[src/rtl/sys_dbg_pkg.sv]
// sys_dbg_pkg: shared run-control encodings and trace entry layout for the
// SYS CPU debug controller.
// Trace entries are packed as {pc, probe}: the PC occupies the upper PC_W bits
// and the selected probe word the lower DATA_W bits.
package sys_dbg_pkg;

  localparam int DBG_STATE_W = 2;

  typedef enum logic [DBG_STATE_W-1:0] {
    DBG_HALT  = 2'd0,
    DBG_RUN   = 2'd1,
    DBG_STEP  = 2'd2,
    DBG_BREAK = 2'd3
  } dbg_state_e;

endpackage

[src/rtl/sys_dbg_trace_buf.sv]
// sys_dbg_trace_buf: circular overwrite buffer. When full, a push replaces the
// oldest entry and sets the sticky overflow flag. rdata_o is registered and
// always shows the current head (0 when empty).
module sys_dbg_trace_buf #(
  parameter int WIDTH = 64,
  parameter int DEPTH = 16
) (
  input  logic                   clk_i,
  input  logic                   rst_i,
  input  logic                   push_i,
  input  logic                   pop_i,
  input  logic [WIDTH-1:0]       wdata_i,
  output logic [WIDTH-1:0]       rdata_o,
  output logic                   valid_o,
  output logic [$clog2(DEPTH):0] count_o,
  output logic                   ovf_o
);

  localparam int PTR_W = $clog2(DEPTH);
  localparam int CNT_W = PTR_W + 1;

  logic [WIDTH-1:0] mem_q [DEPTH];
  logic [PTR_W-1:0] wr_ptr_q, wr_ptr_d, rd_ptr_q, rd_ptr_d;
  logic [CNT_W-1:0] count_q, count_d;
  logic             ovf_q, ovf_d;
  logic [WIDTH-1:0] rdata_q, rdata_d;
  logic             full, empty, pop_eff;

  // Pointer/count bookkeeping and look-ahead of the next head entry.
  always_comb begin
    full     = (count_q == CNT_W'(DEPTH));
    empty    = (count_q == '0);
    pop_eff  = pop_i & ~empty;
    wr_ptr_d = push_i ? wr_ptr_q + PTR_W'(1) : wr_ptr_q;
    rd_ptr_d = (pop_eff | (push_i & full)) ? rd_ptr_q + PTR_W'(1) : rd_ptr_q;
    count_d  = count_q;
    if (push_i & ~full & ~pop_eff)
      count_d = count_q + CNT_W'(1);
    else if (pop_eff & ~push_i)
      count_d = count_q - CNT_W'(1);
    ovf_d   = ovf_q | (push_i & full);
    rdata_d = '0;
    // The new head may be the slot being written this cycle.
    if (count_d != '0)
      rdata_d = (push_i && (wr_ptr_q == rd_ptr_d)) ? wdata_i : mem_q[rd_ptr_d];
  end

  // Entry storage, no reset needed.
  always_ff @(posedge clk_i) begin
    if (push_i) mem_q[wr_ptr_q] <= wdata_i;
  end

  // Control registers.
  always_ff @(posedge clk_i or posedge rst_i) begin
    if (rst_i) begin
      wr_ptr_q <= '0;
      rd_ptr_q <= '0;
      count_q  <= '0;
      ovf_q    <= 1'b0;
      rdata_q  <= '0;
    end else begin
      wr_ptr_q <= wr_ptr_d;
      rd_ptr_q <= rd_ptr_d;
      count_q  <= count_d;
      ovf_q    <= ovf_d;
      rdata_q  <= rdata_d;
    end
  end

  assign rdata_o = rdata_q;
  assign valid_o = (count_q != '0);
  assign count_o = count_q;
  assign ovf_o   = ovf_q;

endmodule

[src/rtl/sys_debug_ctrl.sv]
// sys_debug_ctrl: run/step/halt control, PC breakpoint, probe mux and trace
// capture for the SYS CPU. The trace buffer is only built when the macro
// SYS_DBG_TRACE_EN is defined; otherwise all trace outputs read 0.
//
// state     | meaning
// DBG_HALT  | CPU stopped, waiting for run or step request
// DBG_RUN   | CPU free-running until halt request or breakpoint
// DBG_STEP  | one instruction enabled, then back to HALT
// DBG_BREAK | stopped at bp_addr; the bp instruction has not executed
module sys_debug_ctrl
  import sys_dbg_pkg::*;
#(
  parameter int NUM_CH      = 16,
  parameter int DATA_W      = 32,
  parameter int PC_W        = 32,
  parameter int TRACE_DEPTH = 16,
  localparam int SEL_W      = (NUM_CH > 1) ? $clog2(NUM_CH) : 1,
  localparam int CNT_W      = $clog2(TRACE_DEPTH) + 1
) (
  input  logic                     SYS_clk,
  input  logic                     SYS_reset,
  input  logic [NUM_CH*DATA_W-1:0] probe_bus,
  input  logic [SEL_W-1:0]         probe_sel,
  input  logic [PC_W-1:0]          pc_in,
  input  logic                     run_req,
  input  logic                     step_req,
  input  logic                     halt_req,
  input  logic                     bp_en,
  input  logic [PC_W-1:0]          bp_addr,
  output logic                     cpu_en,
  output logic [DBG_STATE_W-1:0]   dbg_state,
  output logic [DATA_W-1:0]        probe_out,
  input  logic                     trace_rd,
  output logic [PC_W+DATA_W-1:0]   trace_data,
  output logic                     trace_valid,
  output logic [CNT_W-1:0]         trace_count,
  output logic                     trace_ovf
);

  dbg_state_e        state_q, state_d;
  logic              run_q, step_q, halt_q;
  logic              skip_q, skip_d;
  logic              run_edge, step_edge, halt_edge, bp_hit;
  logic [DATA_W-1:0] probe_q, sel_data;

  assign run_edge  = run_req  & ~run_q;
  assign step_edge = step_req & ~step_q;
  assign halt_edge = halt_req & ~halt_q;
  assign bp_hit    = bp_en & (pc_in == bp_addr) & ~skip_q;
  assign cpu_en    = ((state_q == DBG_RUN) & ~bp_hit) | (state_q == DBG_STEP);

  // Probe channel select; unmatched selects give 0.
  always_comb begin
    sel_data = '0;
    for (int k = 0; k < NUM_CH; k++)
      if (int'(probe_sel) == k) sel_data = probe_bus[k*DATA_W +: DATA_W];
  end

  // Next-state logic with halt > step > run priority, plus breakpoint skip.
  always_comb begin
    state_d = state_q;
    skip_d  = skip_q;
    if (halt_edge) begin
      state_d = DBG_HALT;
    end else begin
      case (state_q)
        DBG_HALT, DBG_BREAK: begin
          if (step_edge)     state_d = DBG_STEP;
          else if (run_edge) state_d = DBG_RUN;
        end
        DBG_STEP: state_d = DBG_HALT;
        DBG_RUN:  if (bp_hit) state_d = DBG_BREAK;
        default:  state_d = DBG_HALT;
      endcase
    end
    // Leaving BREAK lets the bp instruction execute once before re-arming.
    if ((state_q == DBG_BREAK) && (state_d != DBG_BREAK)) skip_d = 1'b1;
    else if (cpu_en)                                      skip_d = 1'b0;
  end

  // State, request history and probe register.
  always_ff @(posedge SYS_clk or posedge SYS_reset) begin
    if (SYS_reset) begin
      state_q <= DBG_HALT;
      run_q   <= 1'b0;
      step_q  <= 1'b0;
      halt_q  <= 1'b0;
      skip_q  <= 1'b0;
      probe_q <= '0;
    end else begin
      state_q <= state_d;
      run_q   <= run_req;
      step_q  <= step_req;
      halt_q  <= halt_req;
      skip_q  <= skip_d;
      probe_q <= sel_data;
    end
  end

  assign dbg_state = state_q;
  assign probe_out = probe_q;

`ifdef SYS_DBG_TRACE_EN
  sys_dbg_trace_buf #(
    .WIDTH (PC_W + DATA_W),
    .DEPTH (TRACE_DEPTH)
  ) u_trace (
    .clk_i   (SYS_clk),
    .rst_i   (SYS_reset),
    .push_i  (cpu_en),
    .pop_i   (trace_rd),
    .wdata_i ({pc_in, sel_data}),
    .rdata_o (trace_data),
    .valid_o (trace_valid),
    .count_o (trace_count),
    .ovf_o   (trace_ovf)
  );
`else
  logic unused_trace_rd;
  assign unused_trace_rd = trace_rd;
  assign trace_data      = '0;
  assign trace_valid     = 1'b0;
  assign trace_count     = '0;
  assign trace_ovf       = 1'b0;
`endif

endmodule
[config.mk]
export PLATFORM = sky130hd
export DESIGN_NAME = sys_debug_ctrl
export DESIGN_NICKNAME = d
export VERILOG_FILES = /design/src/rtl/sys_dbg_pkg.sv /design/src/rtl/sys_dbg_trace_buf.sv /design/src/rtl/sys_debug_ctrl.sv
export SDC_FILE = /design/constraint.sdc
export NUM_CORES = 1
export LEC_CHECK = 0
export CAP_MARGIN = 20
export CORE_AREA = 2 2 273 275
export CTS_BUF_LIST = sky130_fd_sc_hd__clkbuf_2
export CTS_CLUSTER_DIAMETER = 30
export DETAILED_ROUTE_END_ITERATION = 7
export DIE_AREA = 0 0 275 277
export HOLD_SLACK_MARGIN = 0.03
export SETUP_SLACK_MARGIN = 0.4
export SLEW_MARGIN = 25
export SYNTH_ARGS = -nofsm -noshare
export SYNTH_HDL_FRONTEND = slang
export SYNTH_SLANG_ARGS = --single-unit
[constraint.sdc]
create_clock -name SYS_clk -period 4.15 [get_ports SYS_clk]
set_clock_uncertainty 0.15 [all_clocks]
set_input_delay 0.83 -clock SYS_clk [delete_from_list [all_inputs] [get_ports SYS_clk]]
set_output_delay 0.83 -clock SYS_clk [all_outputs]
set_load 0.005 [all_outputs]
# Word level (Yosys, flattened, before mapping)
# Index checks and enable logic that the tools add are counted.
# classes
reduce_logical,5
n_eq_ne,20
bitwise,12
muxes,23
# ops
op,n
$mux 32,16
$eq 32x32->1,1
$eq 4x4->1 const B,8
$eq 4x3->1 const B,4
$eq 4x2->1 const B,2
$mux 2,4
$and 1x1->1,6
$pmux 2 s3,1
$not 1->1,5
$eq 2x2->1 const B,2
$eq 4x1->1 const B,1
$logic_not 4->1,1
$eq 2x1->1 const B,1
$logic_not 2->1,1
$mux 1,2
$ne 2x2->1 const B,1
$reduce_bool 2->1,1
$reduce_or 2->1,1
$logic_and 1x1->1,1
$or 1x1->1,1
# word_totals
output_inout_bits,106
ff_bits,38
wordCells,66
input_bits,587

# Depth between registers and ports, before layout
# Gate-level depths: netlist of run 1.
# logic_depth
depth_word,17
ltp_mapped,9
depth_no_buf,7

# Worst setup path before layout of run 1
# Ideal clock, no wire load.
# synth_timing
path_type,input-to-output
start,in bp_addr[28]
end,out cpu_en
required_ns,3.170
path_buffers,0
stages,5
path_slack_ns,1.493
t_arrival_ns,1.677
path_cell_list,xnor2_1 -> nand4_1 -> nor4_1 -> nand3_1 -> a21o_1
# synth_between
elab_chain_cells,6
# synth_rtl
item,line,source
"start, declared",sys_debug_ctrl.sv:29,"input logic [PC_W-1:0] bp_addr,"
$eq 32x32->1,sys_debug_ctrl.sv:49,assign bp_hit = bp_en & (pc_in == bp_addr) & ~skip_q;
$and 1x1->1 (2 in a row),sys_debug_ctrl.sv:49,
$not 1->1,sys_debug_ctrl.sv:50,assign cpu_en = ((state_q == DBG_RUN) & ~bp_hit) | (state_q == DBG_STEP);
$and 1x1->1,sys_debug_ctrl.sv:50,
$or 1x1->1,sys_debug_ctrl.sv:50,
"end, declared",sys_debug_ctrl.sv:30,"output logic cpu_en,"
# Every way passes these cells.

# Final worst setup path of run 1
# layout_timing
start,in bp_addr[14]
end,out cpu_en
# Same word-level chain as after synthesis.

==> results of run 1 <==
## where the power goes
group | total, uW | switching, uW | internal, uW
logic | 1440 | 605 | 831
registers | 468 | 37.3 | 431
clock network | 326 | 223 | 103
## sequential cells by signal, indices dropped and copies added, names as in the netlist
signal,cells
skip_q,1
halt_q,1
dbg_state,2
run_q,1
step_q,1
probe_out,32
## path summary, 6_finish.rpt
kind,slack (ns),from,cells past startpoint,endpoint
setup / recovery,0.52,bp_addr[14],8,cpu_en
hold / removal,0.40,SYS_reset,2,probe_out[31]
setup reg to reg,2.03,dbg_state[0],7,skip_q
hold reg to reg,0.46,halt_q,2,dbg_state[1]
max in group asynchronous,2.58,SYS_reset,3,probe_out[19]
min in group SYS_clk,0.46,halt_q,2,dbg_state[1]
## cells by family (layout without fill, tap and decap cells)
group / count (synthesis) / count (layout)
fa+ha+maj: 3 / 3
flops: 38 / 38
buf+inv: 181 / 701
xor+xnor: 32 / 32
mux: 7 / 7
simple gates: 227 / 227
compound gates: 452 / 452
other cells: 1 / 76
## area by class of cell
| cell class | count | share of cell area |
|---|---|---|
| sequential | 38 | 0.0691 |
| inverter | 16 | 0.00437 |
| tap | 969 | 0.0882 |
| clock buffer | 6 | 0.00218 |
| antenna | 5 | 0.000910 |
| timing repair buffer | 677 | 0.491 |
| clock inverter | 2 | 0.00273 |
| multi-input combinational | 792 | 0.342 |
## layer usage
layer	routed length [um]	vias up	GRT usage
li1	-	4591	-
met1	21800	4666	0.159
met2	28300	644	0.255
met3	4550	111	0.0293
met4	2450	0	0.0669
met5	0	-	0
## repair_timing
item                                    4_1_cts  5_1_grt
endpoints found under the setup margin        1        1
setup buffers                                 1        0
gates cloned                                  0        0
pin swaps                                     3        8
resized for setup                             7        4
## critical path, cell delays in order
cell,delay [ns]
clkdlybuf4s50_1,0.50
xnor2_1,0.12
nand4_1,0.19
nor4_4,0.31
buf_4,0.17
nand3_1,0.08
a21o_1,0.18
dlygate4sd2_1,0.27
## per-stage QoR
stage	cells	setup slack [ns]
after floorplan	1011	1.49
after global placement	2491	0.0958
after detailed placement	2491	0.106
after CTS	2500	0.413
after global routing	2502	0.428
final	2505	0.524
## layout by cell type, fill, tap and decap left out, drive strengths merged, types with 3 or more instances in the layout
| cell | Yosys | layout |
|---|---|---|
| xnor2 | 30 | 30 |
| nor2 | 34 | 34 |
| conb | 1 | 71 |
| nor3b | 3 | 3 |
| dfrtp | 38 | 38 |
| or3 | 30 | 30 |
| and2 | 29 | 29 |
| nor2b | 4 | 4 |
| o211ai | 32 | 32 |
| inv | 16 | 16 |
| o41ai | 29 | 29 |
| diode | 0 | 5 |
| ha | 3 | 3 |
| or2 | 7 | 7 |
| nand4 | 8 | 8 |
| nand2 | 94 | 94 |
| nand2b | 5 | 5 |
| mux2 | 3 | 3 |
| o22ai | 125 | 125 |
| a21oi | 91 | 91 |
| buf | 123 | 61 |
| mux4 | 3 | 3 |
| o21ai | 127 | 127 |
| a211oi | 31 | 31 |
| clkdlybuf4s50 | 0 | 612 |
| clkbuf | 42 | 6 |
## Yosys cell counts (5+ instances only)
library cell	number	area share
o22ai_1	125	0.12
o21ai_0	95	0.075
nand2_1	94	0.056
a21oi_1	91	0.072
buf_4	75	0.089
clkbuf_1	42	0.025
buf_2	38	0.030
dfrtp_1	38	0.15
nor2_1	34	0.020
o211ai_1	32	0.038
a211oi_1	31	0.037
o21ai_1	31	0.024
or3_1	30	0.030
xnor2_1	30	0.041
and2_1	29	0.029
o41ai_1	29	0.040
inv_1	15	0.0089
buf_6	8	0.014
nand4_1	8	0.0079
or2_2	6	0.0059
nand2b_1	5	0.0049
==> flow_summary.toml, run 1 <==
[clock_network]
cts_buffer_depth = 2
clock_sinks = 38
cts_tree = "done"
cts_max_level = 2
worstSkewPairLatency_ns = 0.59
cts_root_buffer = "clkbuf_2"
clkTransAtPathRegs_ns = 0.38
cts_hold_buf = 0
cts_made_buffers = 5

[power_and_ir_drop]
power_density_mw_per_mm2 = 162
ir_drop_mv = 0.141
p_leak_uw = 0.00500
fin_total_pwr_uw = 2230

[global_routing]
antenna_found_initial = 5
grt_max_degree = 60
grt_pass1_wl_um = 75800
grt.overflow.total = 0
grt_pass1_vias = 10600
grt_util_all_layers = 0.142

[floorplan]
fp.dieH_um = 277
num_rows = 100
ios = 693
coreArea_mm2 = 0.0736
initial_core_util = 0.0861
die_w_um = 275
die_area_mm2 = 0.0762

[final_layout]
utilization = 0.187
multi_input_area_mm2 = 0.00470
nFillCells = 8430
final_cell_area_mm2 = 0.0138
final_nets = 2120
area_growth_pct = 117
regArea_um2 = 951
drive_above_1_share = 0.0673

[synth]
async_flop_share = 1.00
synth_cell_types = 56
synth_edf_count = 0
syn_area_per_cell_um2 = 6.73
synth-simple-area-share = 0.179
synth_compound_area_frac = 0.434
synthCells = 941
yosys_warnings = 0
synth-seq-area-share = 0.150
synth_top_family_by_area = "compound AO/OA/AOI/OAI gates"
synthAdderAreaFrac = 0.00593
synth_ff_type = "dfrtp_1"
yosys.area_share.xor_xnor = 0.0443
ys_ff_latch = 38
muxShareOfSynthArea = 0.0176
syn_area_mm2 = 0.00633

[detailed_routing]
drtPass1Iterations = 4
post_drt_wl_per_cell_um = 22.8
viasPerCell = 4.00
antenna_left = 0
drc = 0
drt_first_iter_violations = 397
drt_wl_total_um = 57000
via_count = 10000

[flow_run]
maxCapViolCount = 0

[outcome]
outcome = "finished clean"

[timing]
slew_headroom = 0.287
min_period_ns = 3.63
drv_slew = 0
rsz0062_at_grt = "no"
fin_crit_sh = 0.874
worst_pin_slew_ns = 1.06
fmax_mhz = 276
totalNegativeSetupSlack_ns = 0
holdWs_ns = 0.401
final-setup-viol-count = 0
hold_violations = 0

[place]
place_area_mm2 = 0.0136
gp_congestion = 0.878
dp_hpwl_um = 44900
port_buffers = 620

[setup_path]
start_kind = "input pin"
crit_required_ns = 3.17
cp_max_fo = 2
cp-end-kind = "primary output"
worst_ep_arrival_time_ns = 2.65
crit_type = "in -> out"

[worst_hold_path]
hold_class = "in -> async"
Note: power is estimated with default switching activity, not from simulation.
==> run 2, diff against run 1 <==
--- a/config.mk
+++ b/config.mk
@@ -6,11 +6,10 @@
 export NUM_CORES = 1
 export LEC_CHECK = 0
 export CAP_MARGIN = 20
-export CORE_AREA = 2 2 273 275
-export CTS_BUF_LIST = sky130_fd_sc_hd__clkbuf_2
+export CORE_AREA = 2 2 269 271
 export CTS_CLUSTER_DIAMETER = 30
 export DETAILED_ROUTE_END_ITERATION = 7
-export DIE_AREA = 0 0 275 277
+export DIE_AREA = 0 0 271 273
 export HOLD_SLACK_MARGIN = 0.03
 export SETUP_SLACK_MARGIN = 0.4
 export SLEW_MARGIN = 25
==> run 2 against run 1 <==
Combinational power about the same. Register-to-register slack better by 0.05 ns. Sequential power fell by 0.9%. Utilization rose by 0.74 points. Via count grew 0.73%. Cell area up 0.30%. Sequential cell count stayed put. First-iteration DRC count up 31%. Worst hold slack got worse by 0.0035 ns. Fmax increased by 0.96%.
==> flow_summary.toml, run 2 (synthesis results as in run 1) <==
[timing]
worst_pin_slew_ns = 0.957
rsz0062_at_grt = "no"
fmax_mhz = 278
fin_ws_ns = 0.559
totalNegativeSetupSlack_ns = 0
fin_crit_sh = 0.865
slew_headroom = 0.360
min_period_ns = 3.59
drv_slew = 0
hold_violations = 0
final-setup-viol-count = 0

[power_and_ir_drop]
power_density_mw_per_mm2 = 173
p_leak_uw = 0.00500
ir_drop_mv = 0.117

[final_layout]
area_growth_pct = 118
layout_commonest_cell = "clkdlybuf4s50_1"
final_nets = 2123
utilization = 0.194
final_cell_mix = "clkdlybuf4s50_1 (615), o22ai_1 (125), o21ai_0 (95)"
multi_input_area_mm2 = 0.00470
final_cell_area_mm2 = 0.0138
drive_above_1_share = 0.0691
largest_reg_flops = 32
regArea_um2 = 951
nFillCells = 8005

[setup_path]
crit_start = "pc_in[28]"
worst_ep_arrival_time_ns = 2.61
cp-end-kind = "primary output"
crit_required_ns = 3.17
cpMaxStageDelayCell = "clkdlybuf4s50_1"
slowest_delay_ns = 0.49
crit_chain = "clkdlybuf4s50_1, xnor2_1, nand4_1, nor4_2, buf_4, nand3_1, a21o_1, dlygate4sd2_1"
cp_max_fo = 2
path_delay_family = "buffers and inverters"
worst-path-buf-inv = 3
start_kind = "input pin"
timing.rr.start = "dbg_state[0]"
crit_type = "in -> out"

[detailed_routing]
antenna_left = 0
post_drt_wl_per_cell_um = 23.0
drt_first_iter_violations = 522
drt_wl_total_um = 57100
drc = 0
viasPerCell = 4.06
via_count = 10100
drtPass1Iterations = 4

[place]
dp_hpwl_um = 46000
port_buffers = 620
place_area_mm2 = 0.0136
dp_slack_ns = 0.184
gp_congestion = 0.900

[floorplan]
ios = 693
initial_core_util = 0.0892
coreArea_mm2 = 0.0710
fp.dieH_um = 273
die_w_um = 271
num_rows = 98
die_area_mm2 = 0.0740

[outcome]
outcome = "finished clean"

[clock_network]
clkTransAtPathRegs_ns = 0.07
clock_sinks = 38
cts_made_buffers = 5
worstSkewPairLatency_ns = 0.32
cts_tree = "done"
cts_root_buffer = "clkbuf_16"
cts_buffer_depth = 2
cts_max_level = 2
postCtsSetupBuffers = 0
cts_hold_buf = 0

[global_routing]
grt_util_all_layers = 0.147
antenna_found_initial = 10
grt_pass1_wl_um = 76000
grt.overflow.total = 0
grt_pass1_vias = 10500
grt_max_degree = 37

[flow_run]
maxCapViolCount = 0

[worst_hold_path]
min_from = "halt_q"
hold_class = "reg -> reg"
## run 2: layout make-up
cell class,instances,area share
inverters,16,0.00435
repair buffers,680,0.488
clock inverters,1,0.000363
well taps,950,0.0862
diodes,3,0.000544
flip-flops and latches,38,0.0689
clock buffers,7,0.0103
multi-input cells,792,0.341
## run 2: worst paths after layout
path,slack (ns),endpoint,depth (start not counted)
max in group asynchronous,2.27,probe_out[22],3
hold / removal,0.40,dbg_state[1],2
setup reg to reg,2.08,skip_q,7
min in group asynchronous,0.72,probe_out[2],2
setup / recovery,0.56,cpu_en,8
hold reg to reg,0.40,dbg_state[1],2
## run 2: metrics by stage
step / cells / total power, uW / hold WS, ns
floorplan: 1011 / 962 / 0.350
global placement: 2475 / 1900 / 0.378
detailed placement: 2475 / 1910 / 0.386
CTS: 2483 / 2440 / 0.395
global route: 2484 / 2540 / 0.406
finish: 2487 / 2380 / 0.397
## run 2: where the power goes
part / switching, uW / internal [uW]
sequential: 34.0 / 430
clock: 240 / 242
combinational: 606 / 833
## run 2: timing repair
| item | 4_1_cts | 5_1_grt |
|---|---|---|
| pin swaps | 4 | 1 |
| cloned | 0 | 0 |
| setup endpoints to repair | 1 | 1 |
| resized for setup | 6 | 0 |
## run 2: worst register-to-register path, cell delays in order (launching register included)
cell and delay, ns:
dfrtp_1 0.45, inv_1 0.07, ha_1 0.35, nand2b_1 0.19
o21ai_0 0.24, o221ai_1 0.18, a41oi_1 0.23, o21ai_0 0.10
## run 2: metal layers
metal / wire (um) / share of wire / global-route usage
met5: 31 / 0.00054 / 0
met4: 2890 / 0.051 / 0.0808
met3: 4210 / 0.074 / 0.0338
met2: 26700 / 0.47 / 0.245
met1: 23300 / 0.41 / 0.174
